`src/rtl/cnn_pkg.sv`:
```
// Shared types and constants for the 1-D convolution processing element.
package cnn_pkg;

   localparam int DATA_WIDTH            = 16;
   localparam int IFMAP_WIDTH           = 18;
   localparam int SOR_BIT               = 16;
   localparam int EOR_BIT               = 17;
   localparam int IF_ADDR_WIDTH         = 4;
   localparam int IF_PAD_LENGTH         = 12;
   localparam int IF_BUFFER_COLUMNS     = 12;
   localparam int FILTER_PAD_LENGTH     = 16;
   localparam int FILTER_BUFFER_COLUMNS = 16;
   localparam int RESULT_BUFFER_COLUMNS = 64;
   localparam int PSUM_PAD_LENGTH       = 16;
   localparam int MULT_WIDTH            = 32;

   typedef enum logic [2:0] {
      S_IDLE,
      S_LOAD_F,
      S_WAIT_WIN,
      S_MAC,
      S_WRITE
   } pe_state_e;

   // Circular index into the ifmap scratchpad: (base + off) mod IF_PAD_LENGTH.
   function automatic logic [IF_ADDR_WIDTH-1:0] if_idx(input logic [IF_ADDR_WIDTH-1:0] base,
                                                       input logic [4:0] off);
      logic [5:0] sum;
      sum = {2'b00, base} + {1'b0, off};
      if (sum >= 6'(2 * IF_PAD_LENGTH))
         sum = sum - 6'(2 * IF_PAD_LENGTH);
      else if (sum >= 6'(IF_PAD_LENGTH))
         sum = sum - 6'(IF_PAD_LENGTH);
      return sum[IF_ADDR_WIDTH-1:0];
   endfunction

endpackage

```
`src/rtl/cnn_fifo.sv`:
```
// Circular FIFO with count-based full/empty; either side can be made rising-edge
// triggered so a held host request moves only one word.
module cnn_fifo
   import cnn_pkg::*;
#(
   parameter int WIDTH   = 16,
   parameter int DEPTH   = 16,
   parameter bit EDGE_WR = 1'b0,
   parameter bit EDGE_RD = 1'b0
) (
   input  logic             clk,
   input  logic             reset,
   input  logic             wr_en,
   input  logic [WIDTH-1:0] wr_data,
   input  logic             rd_en,
   output logic [WIDTH-1:0] rd_data,
   output logic             rd_ack,
   output logic             full,
   output logic             empty
);

   localparam int PTR_W = $clog2(DEPTH);
   localparam int CNT_W = $clog2(DEPTH + 1);

   logic [WIDTH-1:0] mem_q [DEPTH];
   logic [PTR_W-1:0] wr_ptr_q, wr_ptr_d, rd_ptr_q, rd_ptr_d;
   logic [CNT_W-1:0] count_q, count_d;
   logic             wr_prev_q, rd_prev_q;
   logic             push, pop;

   assign full    = (count_q == CNT_W'(DEPTH));
   assign empty   = (count_q == '0);
   assign rd_data = mem_q[rd_ptr_q];
   assign rd_ack  = pop;

   always_comb begin
      // NOTE: every signal written here gets a default first, so no path can infer a latch.
      wr_ptr_d = wr_ptr_q;
      rd_ptr_d = rd_ptr_q;
      count_d  = count_q;
      push     = wr_en && !(EDGE_WR && wr_prev_q) && !full;
      pop      = rd_en && !(EDGE_RD && rd_prev_q) && !empty;
      if (push)
         wr_ptr_d = (wr_ptr_q == PTR_W'(DEPTH - 1)) ? '0 : wr_ptr_q + PTR_W'(1);
      if (pop)
         rd_ptr_d = (rd_ptr_q == PTR_W'(DEPTH - 1)) ? '0 : rd_ptr_q + PTR_W'(1);
      case ({push, pop})
         2'b10:   count_d = count_q + CNT_W'(1);
         2'b01:   count_d = count_q - CNT_W'(1);
         default: count_d = count_q;
      endcase
   end

   always_ff @(posedge clk) begin
      // NOTE: state registers use non-blocking assignments so every flop samples pre-edge values.
      if (!reset) begin
         wr_ptr_q  <= '0;
         rd_ptr_q  <= '0;
         count_q   <= '0;
         wr_prev_q <= 1'b0;
         rd_prev_q <= 1'b0;
      end else begin
         wr_ptr_q  <= wr_ptr_d;
         rd_ptr_q  <= rd_ptr_d;
         count_q   <= count_d;
         wr_prev_q <= wr_en;
         rd_prev_q <= rd_en;
      end
   end

   // NOTE: the storage array is not reset; its words are only read while the count marks them valid.
   always_ff @(posedge clk) begin
      if (push)
         mem_q[wr_ptr_q] <= wr_data;
   end

endmodule

```
`src/rtl/cnn_conv_pe.sv`:
```
// 1-D convolution PE: filter and ifmap stream in through FIFOs, one MAC computes
// strided dot products, results (optionally psum-accumulated) queue in a result FIFO.
module cnn_conv_pe
   import cnn_pkg::*;
(
   input  logic                   clk,
   input  logic                   reset,
   input  logic                   start,
   input  logic [4:0]             stride,
   input  logic [4:0]             filter_size,
   input  logic                   psum_mode,
   output logic                   stall_signal,
   input  logic [IFMAP_WIDTH-1:0] IFmap_buffer_in,
   input  logic                   IFmap_buffer_write_enable,
   output logic                   IFmap_buffer_full,
   output logic                   IFmap_buffer_ready,
   input  logic [DATA_WIDTH-1:0]  filter_buffer_in,
   input  logic                   filter_buffer_write_enable,
   output logic                   filter_buffer_full,
   output logic                   filter_buffer_ready,
   output logic [DATA_WIDTH-1:0]  result_buffer_out,
   input  logic                   result_buffer_read_enable,
   output logic                   result_buffer_empty,
   output logic                   result_buffer_valid
);

   logic [IFMAP_WIDTH-1:0]   i_data;
   logic                     i_empty, i_rd_en, i_rd_ack;
   logic [DATA_WIDTH-1:0]    f_data;
   logic                     f_empty, f_rd_en, f_rd_ack;
   logic [DATA_WIDTH-1:0]    r_data, r_wr_data;
   logic                     r_full, r_wr_en, r_rd_ack;

   pe_state_e                state_q, state_d;
   logic [4:0]               stride_q, stride_d, fs_q, fs_d;
   logic [4:0]               f_cnt_q, f_cnt_d, win_cnt_q, win_cnt_d;
   logic [4:0]               skip_q, skip_d, tap_q, tap_d;
   logic [IF_ADDR_WIDTH-1:0] head_q, head_d;
   logic                     in_row_q, in_row_d, eor_q, eor_d;
   logic [MULT_WIDTH-1:0]    acc_q, acc_d;
   logic [3:0]               j_q, j_d;
   logic [DATA_WIDTH-1:0]    res_out_q, res_out_d;
   logic                     res_valid_q, res_valid_d;

   logic [DATA_WIDTH-1:0]    if_spad_q   [IF_PAD_LENGTH];
   logic [DATA_WIDTH-1:0]    flt_spad_q  [FILTER_PAD_LENGTH];
   logic [DATA_WIDTH-1:0]    psum_q      [PSUM_PAD_LENGTH];

   logic                     if_we, flt_we, psum_we, psum_clr, row_restart;
   logic [IF_ADDR_WIDTH-1:0] if_wa;
   logic [4:0]               f_next, win_next, drop;
   logic [DATA_WIDTH-1:0]    if_word, w_word, out_word, psum_sum;
   logic [MULT_WIDTH-1:0]    prod;

   cnn_fifo #(.WIDTH(IFMAP_WIDTH), .DEPTH(IF_BUFFER_COLUMNS), .EDGE_WR(1'b1), .EDGE_RD(1'b0)) u_if_fifo (
      .clk     (clk),
      .reset   (reset),
      .wr_en   (IFmap_buffer_write_enable),
      .wr_data (IFmap_buffer_in),
      .rd_en   (i_rd_en),
      .rd_data (i_data),
      .rd_ack  (i_rd_ack),
      .full    (IFmap_buffer_full),
      .empty   (i_empty)
   );

   cnn_fifo #(.WIDTH(DATA_WIDTH), .DEPTH(FILTER_BUFFER_COLUMNS), .EDGE_WR(1'b1), .EDGE_RD(1'b0)) u_flt_fifo (
      .clk     (clk),
      .reset   (reset),
      .wr_en   (filter_buffer_write_enable),
      .wr_data (filter_buffer_in),
      .rd_en   (f_rd_en),
      .rd_data (f_data),
      .rd_ack  (f_rd_ack),
      .full    (filter_buffer_full),
      .empty   (f_empty)
   );

   cnn_fifo #(.WIDTH(DATA_WIDTH), .DEPTH(RESULT_BUFFER_COLUMNS), .EDGE_WR(1'b0), .EDGE_RD(1'b1)) u_res_fifo (
      .clk     (clk),
      .reset   (reset),
      .wr_en   (r_wr_en),
      .wr_data (r_wr_data),
      .rd_en   (result_buffer_read_enable),
      .rd_data (r_data),
      .rd_ack  (r_rd_ack),
      .full    (r_full),
      .empty   (result_buffer_empty)
   );

   assign IFmap_buffer_ready  = !IFmap_buffer_full;
   assign filter_buffer_ready = !filter_buffer_full;
   assign result_buffer_out   = res_out_q;
   assign result_buffer_valid = res_valid_q;

   // Products are formed on sign-extended operands; the low 32 bits equal the signed product.
   assign if_word   = if_spad_q[if_idx(head_q, tap_q)];
   assign w_word    = flt_spad_q[tap_q[3:0]];
   assign prod      = {{16{if_word[15]}}, if_word} * {{16{w_word[15]}}, w_word};
   assign out_word  = acc_q[DATA_WIDTH-1:0];
   assign psum_sum  = psum_q[j_q] + out_word;
   assign r_wr_data = psum_mode ? psum_sum : out_word;

   always_comb begin
      state_d      = state_q;
      stride_d     = stride_q;
      fs_d         = fs_q;
      f_cnt_d      = f_cnt_q;
      win_cnt_d    = win_cnt_q;
      skip_d       = skip_q;
      tap_d        = tap_q;
      head_d       = head_q;
      in_row_d     = in_row_q;
      eor_d        = eor_q;
      acc_d        = acc_q;
      j_d          = j_q;
      i_rd_en      = 1'b0;
      f_rd_en      = 1'b0;
      r_wr_en      = 1'b0;
      stall_signal = 1'b0;
      if_we        = 1'b0;
      flt_we       = 1'b0;
      psum_we      = 1'b0;
      psum_clr     = 1'b0;
      row_restart  = 1'b0;
      if_wa        = if_idx(head_q, win_cnt_q);
      f_next       = f_cnt_q + 5'd1;
      win_next     = win_cnt_q + 5'd1;
      drop         = (stride_q > win_cnt_q) ? win_cnt_q : stride_q;

      unique case (state_q)
         S_IDLE: begin
            if (start) begin
               stride_d    = stride;
               fs_d        = filter_size;
               psum_clr    = 1'b1;
               row_restart = 1'b1;
               state_d     = S_LOAD_F;
            end
         end
         S_LOAD_F: begin
            f_rd_en      = 1'b1;
            stall_signal = f_empty;
            if (f_rd_ack) begin
               flt_we  = 1'b1;
               f_cnt_d = f_next;
               if (f_next == fs_q)
                  state_d = S_WAIT_WIN;
            end
         end
         S_WAIT_WIN: begin
            if (win_cnt_q == fs_q) begin
               state_d = S_MAC;
               tap_d   = '0;
               acc_d   = '0;
            end else begin
               i_rd_en      = 1'b1;
               stall_signal = i_empty;
               // Words ahead of the first start-of-row flag never enter the window.
               if (i_rd_ack && (in_row_q || i_data[SOR_BIT])) begin
                  in_row_d = 1'b1;
                  if (skip_q != '0) begin
                     skip_d = skip_q - 5'd1;
                  end else begin
                     if_we     = 1'b1;
                     win_cnt_d = win_next;
                  end
                  if (skip_q == '0 && win_next == fs_q) begin
                     eor_d   = i_data[EOR_BIT];
                     state_d = S_MAC;
                     tap_d   = '0;
                     acc_d   = '0;
                  end else if (i_data[EOR_BIT]) begin
                     row_restart = 1'b1;
                     state_d     = S_LOAD_F;
                  end
               end
            end
         end
         S_MAC: begin
            acc_d = acc_q + prod;
            tap_d = tap_q + 5'd1;
            if (tap_q + 5'd1 == fs_q)
               state_d = S_WRITE;
         end
         S_WRITE: begin
            r_wr_en      = 1'b1;
            stall_signal = r_full;
            if (!r_full) begin
               psum_we   = psum_mode;
               j_d       = j_q + 4'd1;
               win_cnt_d = win_cnt_q - drop;
               skip_d    = stride_q - drop;
               head_d    = if_idx(head_q, drop);
               if (eor_q) begin
                  row_restart = 1'b1;
                  state_d     = S_LOAD_F;
               end else begin
                  state_d = S_WAIT_WIN;
               end
            end
         end
         default: state_d = S_IDLE;
      endcase

      if (row_restart) begin
         f_cnt_d   = '0;
         win_cnt_d = '0;
         skip_d    = '0;
         head_d    = '0;
         in_row_d  = 1'b0;
         eor_d     = 1'b0;
         j_d       = '0;
      end

      res_out_d   = r_rd_ack ? r_data : res_out_q;
      res_valid_d = r_rd_ack;
   end

   always_ff @(posedge clk) begin
      if (!reset) begin
         state_q     <= S_IDLE;
         stride_q    <= '0;
         fs_q        <= '0;
         f_cnt_q     <= '0;
         win_cnt_q   <= '0;
         skip_q      <= '0;
         tap_q       <= '0;
         head_q      <= '0;
         in_row_q    <= 1'b0;
         eor_q       <= 1'b0;
         acc_q       <= '0;
         j_q         <= '0;
         res_out_q   <= '0;
         res_valid_q <= 1'b0;
      end else begin
         state_q     <= state_d;
         stride_q    <= stride_d;
         fs_q        <= fs_d;
         f_cnt_q     <= f_cnt_d;
         win_cnt_q   <= win_cnt_d;
         skip_q      <= skip_d;
         tap_q       <= tap_d;
         head_q      <= head_d;
         in_row_q    <= in_row_d;
         eor_q       <= eor_d;
         acc_q       <= acc_d;
         j_q         <= j_d;
         res_out_q   <= res_out_d;
         res_valid_q <= res_valid_d;
      end
   end

   always_ff @(posedge clk) begin
      if (if_we)
         if_spad_q[if_wa] <= i_data[DATA_WIDTH-1:0];
      if (flt_we)
         flt_spad_q[f_cnt_q[3:0]] <= f_data;
   end

   // Partial sums are architecturally visible, so they clear on reset and on start.
   always_ff @(posedge clk) begin
      if (!reset || psum_clr) begin
         for (int i = 0; i < PSUM_PAD_LENGTH; i++)
            psum_q[i] <= '0;
      end else if (psum_we) begin
         psum_q[j_q] <= psum_sum;
      end
   end

endmodule

```
`config.mk`:
```
export PLATFORM = sky130hd
export DESIGN_NAME = cnn_conv_pe
export DESIGN_NICKNAME = d
export VERILOG_FILES = /design/src/rtl/cnn_pkg.sv /design/src/rtl/cnn_fifo.sv /design/src/rtl/cnn_conv_pe.sv
export SDC_FILE = /design/constraint.sdc
export NUM_CORES = 2
export LEC_CHECK = 0
export CAP_MARGIN = 20
export CORE_ASPECT_RATIO = 1.2
export CORE_MARGIN = 2
export CORE_UTILIZATION = 40
export DETAILED_ROUTE_END_ITERATION = 12
export PLACE_DENSITY = 0.58
export SETUP_SLACK_MARGIN = 0.15
export SYNTH_ARGS = -nofsm -noshare
export SYNTH_HDL_FRONTEND = slang
export SYNTH_SLANG_ARGS = --single-unit
export TNS_END_PERCENT = 30
```
`constraint.sdc`:
```
create_clock -name clk -period 13.2 [get_ports clk]
set_input_delay 1.98 -clock clk [delete_from_list [all_inputs] [get_ports clk]]
set_output_delay 1.98 -clock clk [all_outputs]
set_load 0.005 [all_outputs]
```
==> reports/metrics.csv <==
stage,metric,value,unit
clocking,cts_hold_buf,0,
global_route,antenna_found_initial,7,
synthesis,synth_edf_count,2200,
synthesis,synth_cells,5272,
global_route,grt_usage,17.81,%
global_route,grt_use_met1,24.83,%
worst_setup_path,cp_max_fo,49,
worst_setup_path,cp.required,13.97,ns
synthesis,synthArstFlopShare,0,%
routing,postRouteWirelength,223900,um
floorplanning,start_util,40.13,%
global_route,grt_remaining_overflow,0,
worst_setup_path,worstSetupEndpointType,register,
power_and_ir_drop,switching_share,27.64,%
power_and_ir_drop,finalPower,19640,uW
floorplanning,ios,74,
clocking,cts_setup_buffers,0,
synthesis,ys_types,72,
floorplanning,die-area,249300,sq um
sta,hold_viol_final,0,
sta,worst_pin_slew,1.141,ns
layout,syn_to_final_growth,13.21,%
min_path,hp-class,register to register,
floorplanning,die_h,546.6,um
routing,wl_per_cell,25.14,um
global_route,use_met3,2.295,%
power_and_ir_drop,leakagePower,0.03564,uW
min_path,hp-start,result_buffer_out[0],
synthesis,synth-seq-cells,2339,
global_route,grt_pass1_vias,50161,
sta,hold-worst-slack,0.4704,ns
place,portBuffers,73,
worst_setup_path,cpMaxStageDelayCell,mux2i_1,
clocking,clkSlewWorstSetupHoldPaths,0.07,ns
worst_setup_path,crit_type,register to register,
min_path,hold_path_end,result_buffer_out[0],
synthesis,synth.most_common_cell,edfxtp_1,
clocking,numCtsBuffers,225,
sta,fmax,0.1058,GHz
synthesis,yosysWarnings,0,
power_and_ir_drop,p_sw,5429,uW
power_and_ir_drop,pwr-share-seq,45.1,%
sta,fin_ws,3.748,ns
floorplanning,coreArea,244500,sq um
worst_setup_path,r2r_slack,3.75,ns
sta,setup-violations-final,0,
synthesis,ys_top_cells_by_count,"edfxtp_1 (2200), mux4_2 (674), nor2_1 (460)",
min_path,min_path_cells,2,
synthesis,yosysTopAreaCell,edfxtp_1,
sta,post-route-min-period,9.452,ns
clocking,cts_tree,built,
clocking,cts.sinks,2339,
layout,finalCoreUtilization,45.43,%
place,place_hpwl,139500,um
clocking,cts_resized,0,
worst_setup_path,rr_endpoint,acc_q[15],
routing,route.detailed.drc,0,
power_and_ir_drop,clockPowerShare,32.1,%
floorplanning,rows,199,
routing,ant_nets,0,
sta,rsz0062_at_grt,false,
place,place.gp.congestion,0.8112,
synthesis,synth.top_cell.area_share,67.32,%
floorplanning,die_x,456.1,um
clocking,clock_tree.buffer_depth,4,
routing,initialDrtViolationCount,3601,
global_route,grt-busiest-layer,met2,
synthesis,yosys-top-cells-area,"edfxtp_1 (67%), mux4_2 (15%), dfxtp_1 (2.8%)",
synthesis,synth_area,98130,sq um
layout,layout.nets,5813,
flow_run,cap_violations,0,
worst_setup_path,crit_start,tap_q[0],
worst_setup_path,arrival,10.22,ns
status,status,finished clean,
clocking,cts_root_buffer,clkbuf_16,
clocking,clk_latency,0.88,ns
global_route,grt_max_degree,91,
worst_setup_path,path_common_cell,fa_1,
layout,drive_above_1_share,23.33,%
sta,drv_slew,0,
worst_setup_path,slowest_delay,0.86,ns
routing,avgViaCountPerCell,5.462,
sta,post-route-period-util,71.61,%
synthesis,synth_nets,5573,
global_route,grt_pass1_wl,334800,um
synthesis,ys.flop_type,edfxtp_1,
synthesis,ys_seq_area_share,70.16,%
routing,firstDrtPassIters,7,
place,dpl_worst_slack,3.321,ns
worst_setup_path,r2r_cells,29,
global_route,grt.met2_usage,29.85,%
sta,timing.slew.headroom,23.42,%
sta,fin_skew,0.06296,ns
synthesis,avgSynthCellArea,18.61,sq um
sta,timing.setup.tns,0,ns
power_and_ir_drop,share_comb_of_total_power,22.7,%
worst_setup_path,start_kind,register,
power_and_ir_drop,p_int,14210,uW
clocking,htreeDepth,4,
power_and_ir_drop,powerDensity,176.8,nW/um^2
worst_setup_path,r2r-start,tap_q[0],
power_and_ir_drop,ir_worst_vdd,383.8,uV
routing,vias,48636,
==> through the flow <==
stage	instances	area (sq um)
final	8905	111100
after global routing	8904	111100
after CTS	8899	111000
after detailed placement	8497	103900
after global placement	8492	103800
after floorplan	5272	98130
==> metal layers <==
layer,vias up,wire (um)
met5,-,44
met4,6,4804
met3,312,10620
met2,1159,111600
li1,21112,-
met1,26047,96780
==> cell families after synthesis <==
group,Yosys count,share of synthesized area [%]
fa+ha+maj,250,3.968
buf+inv,536,2.108
xor+xnor,125,1.195
mux,733,16.08
compound gates,327,2.146
simple gates,962,4.339
flops,2339,70.16
==> power groups by stage <==
stage / Combinational [uW] / Sequential, uW / Clock, uW
finish: 4470 / 8860 / 6320
global route: 5030 / 8880 / 6730
CTS: 4520 / 8870 / 6470
detailed placement: 4500 / 9030 / 0
global placement: 4400 / 9020 / 0
floorplan: 3320 / 8950 / 0
==> worst max path at each step <==
stage,endpoint,cells after the start,slack [ns]
5_1_grt,acc_q[15],29,3.19
6_report,acc_q[15],29,3.75
3_5_place_dp,acc_q[15],29,3.32
2_1_floorplan,acc_q[15],34,5.20
4_1_cts,acc_q[15],29,3.25
3_3_place_gp,acc_q[15],29,3.43
==> state kept, by name, summed over array words and instances, names as in the netlist, 5 cells and up, named ones only <==
register             flops
acc_q                   16
f_cnt_q                  5
flt_spad_q             256
fs_q                     5
if_spad_q              192
psum_q                 256
result_buffer_out       16
skip_q                   5
stride_q                 5
tap_q                    5
u_flt_fifo.count_q       5
u_flt_fifo.mem_q       256
u_if_fifo.mem_q        216
u_res_fifo.count_q       7
u_res_fifo.mem_q      1024
u_res_fifo.rd_ptr_q      6
u_res_fifo.wr_ptr_q      6
win_cnt_q                5
==> area by class of cell <==
cell class,instances,area (sq um)
Fill cell,20725,133400
Antenna cell,2,5.005
Clock buffer,285,5957
Multi-Input combinational cell,2397,27680
Sequential cell,2339,68880
Timing Repair Buffer,283,2389
Tap cell,3216,4024
Clock inverter,117,1159
Inverter,266,998.5
==> layout by cell type, fill, tap and decap left out, types with 18 or more instances in the layout <==
cell type        netlist  layout
nand2_1              214     214
clkbuf_16              0     227
a21oi_1               76      75
edfxtp_1            2200    2200
bufinv_16              0      20
dfxtp_1              139     126
mux4_2               674     674
a21boi_0              37      37
xnor2_1               81      72
fa_1                 102     101
xor2_1                38      38
and2_1                66      65
a21o_1                25      25
mux2i_1               49      36
nand2b_1              19      19
o21ai_0               86      80
nand3_1               55      55
a22oi_1               21      21
nor2b_1               62      61
inv_1                264     264
clkinv_2               0      36
ha_1                 148     147
clkinv_1               1      42
nor2_2                 0      44
buf_4                  7     202
clkbuf_1             181      51
nor2_1               460     416
nor3_1                31      18
clkdlybuf4s50_1        0      71
==> critical path, delay by kind of cell (launching register included) <==
| family | cells | cell delay, ns |
|---|---|---|
| DFF | 1 | 0.40 |
| buffers and inverters | 5 | 1.09 |
| and+or+nand+nor | 3 | 0.46 |
| adders and majority gates | 9 | 3.59 |
| xor gates and xnor gates | 2 | 0.57 |
| muxes | 1 | 0.86 |
| AOI/OAI and AO/OA | 9 | 2.39 |
Power figures use the tool's default switching activity.
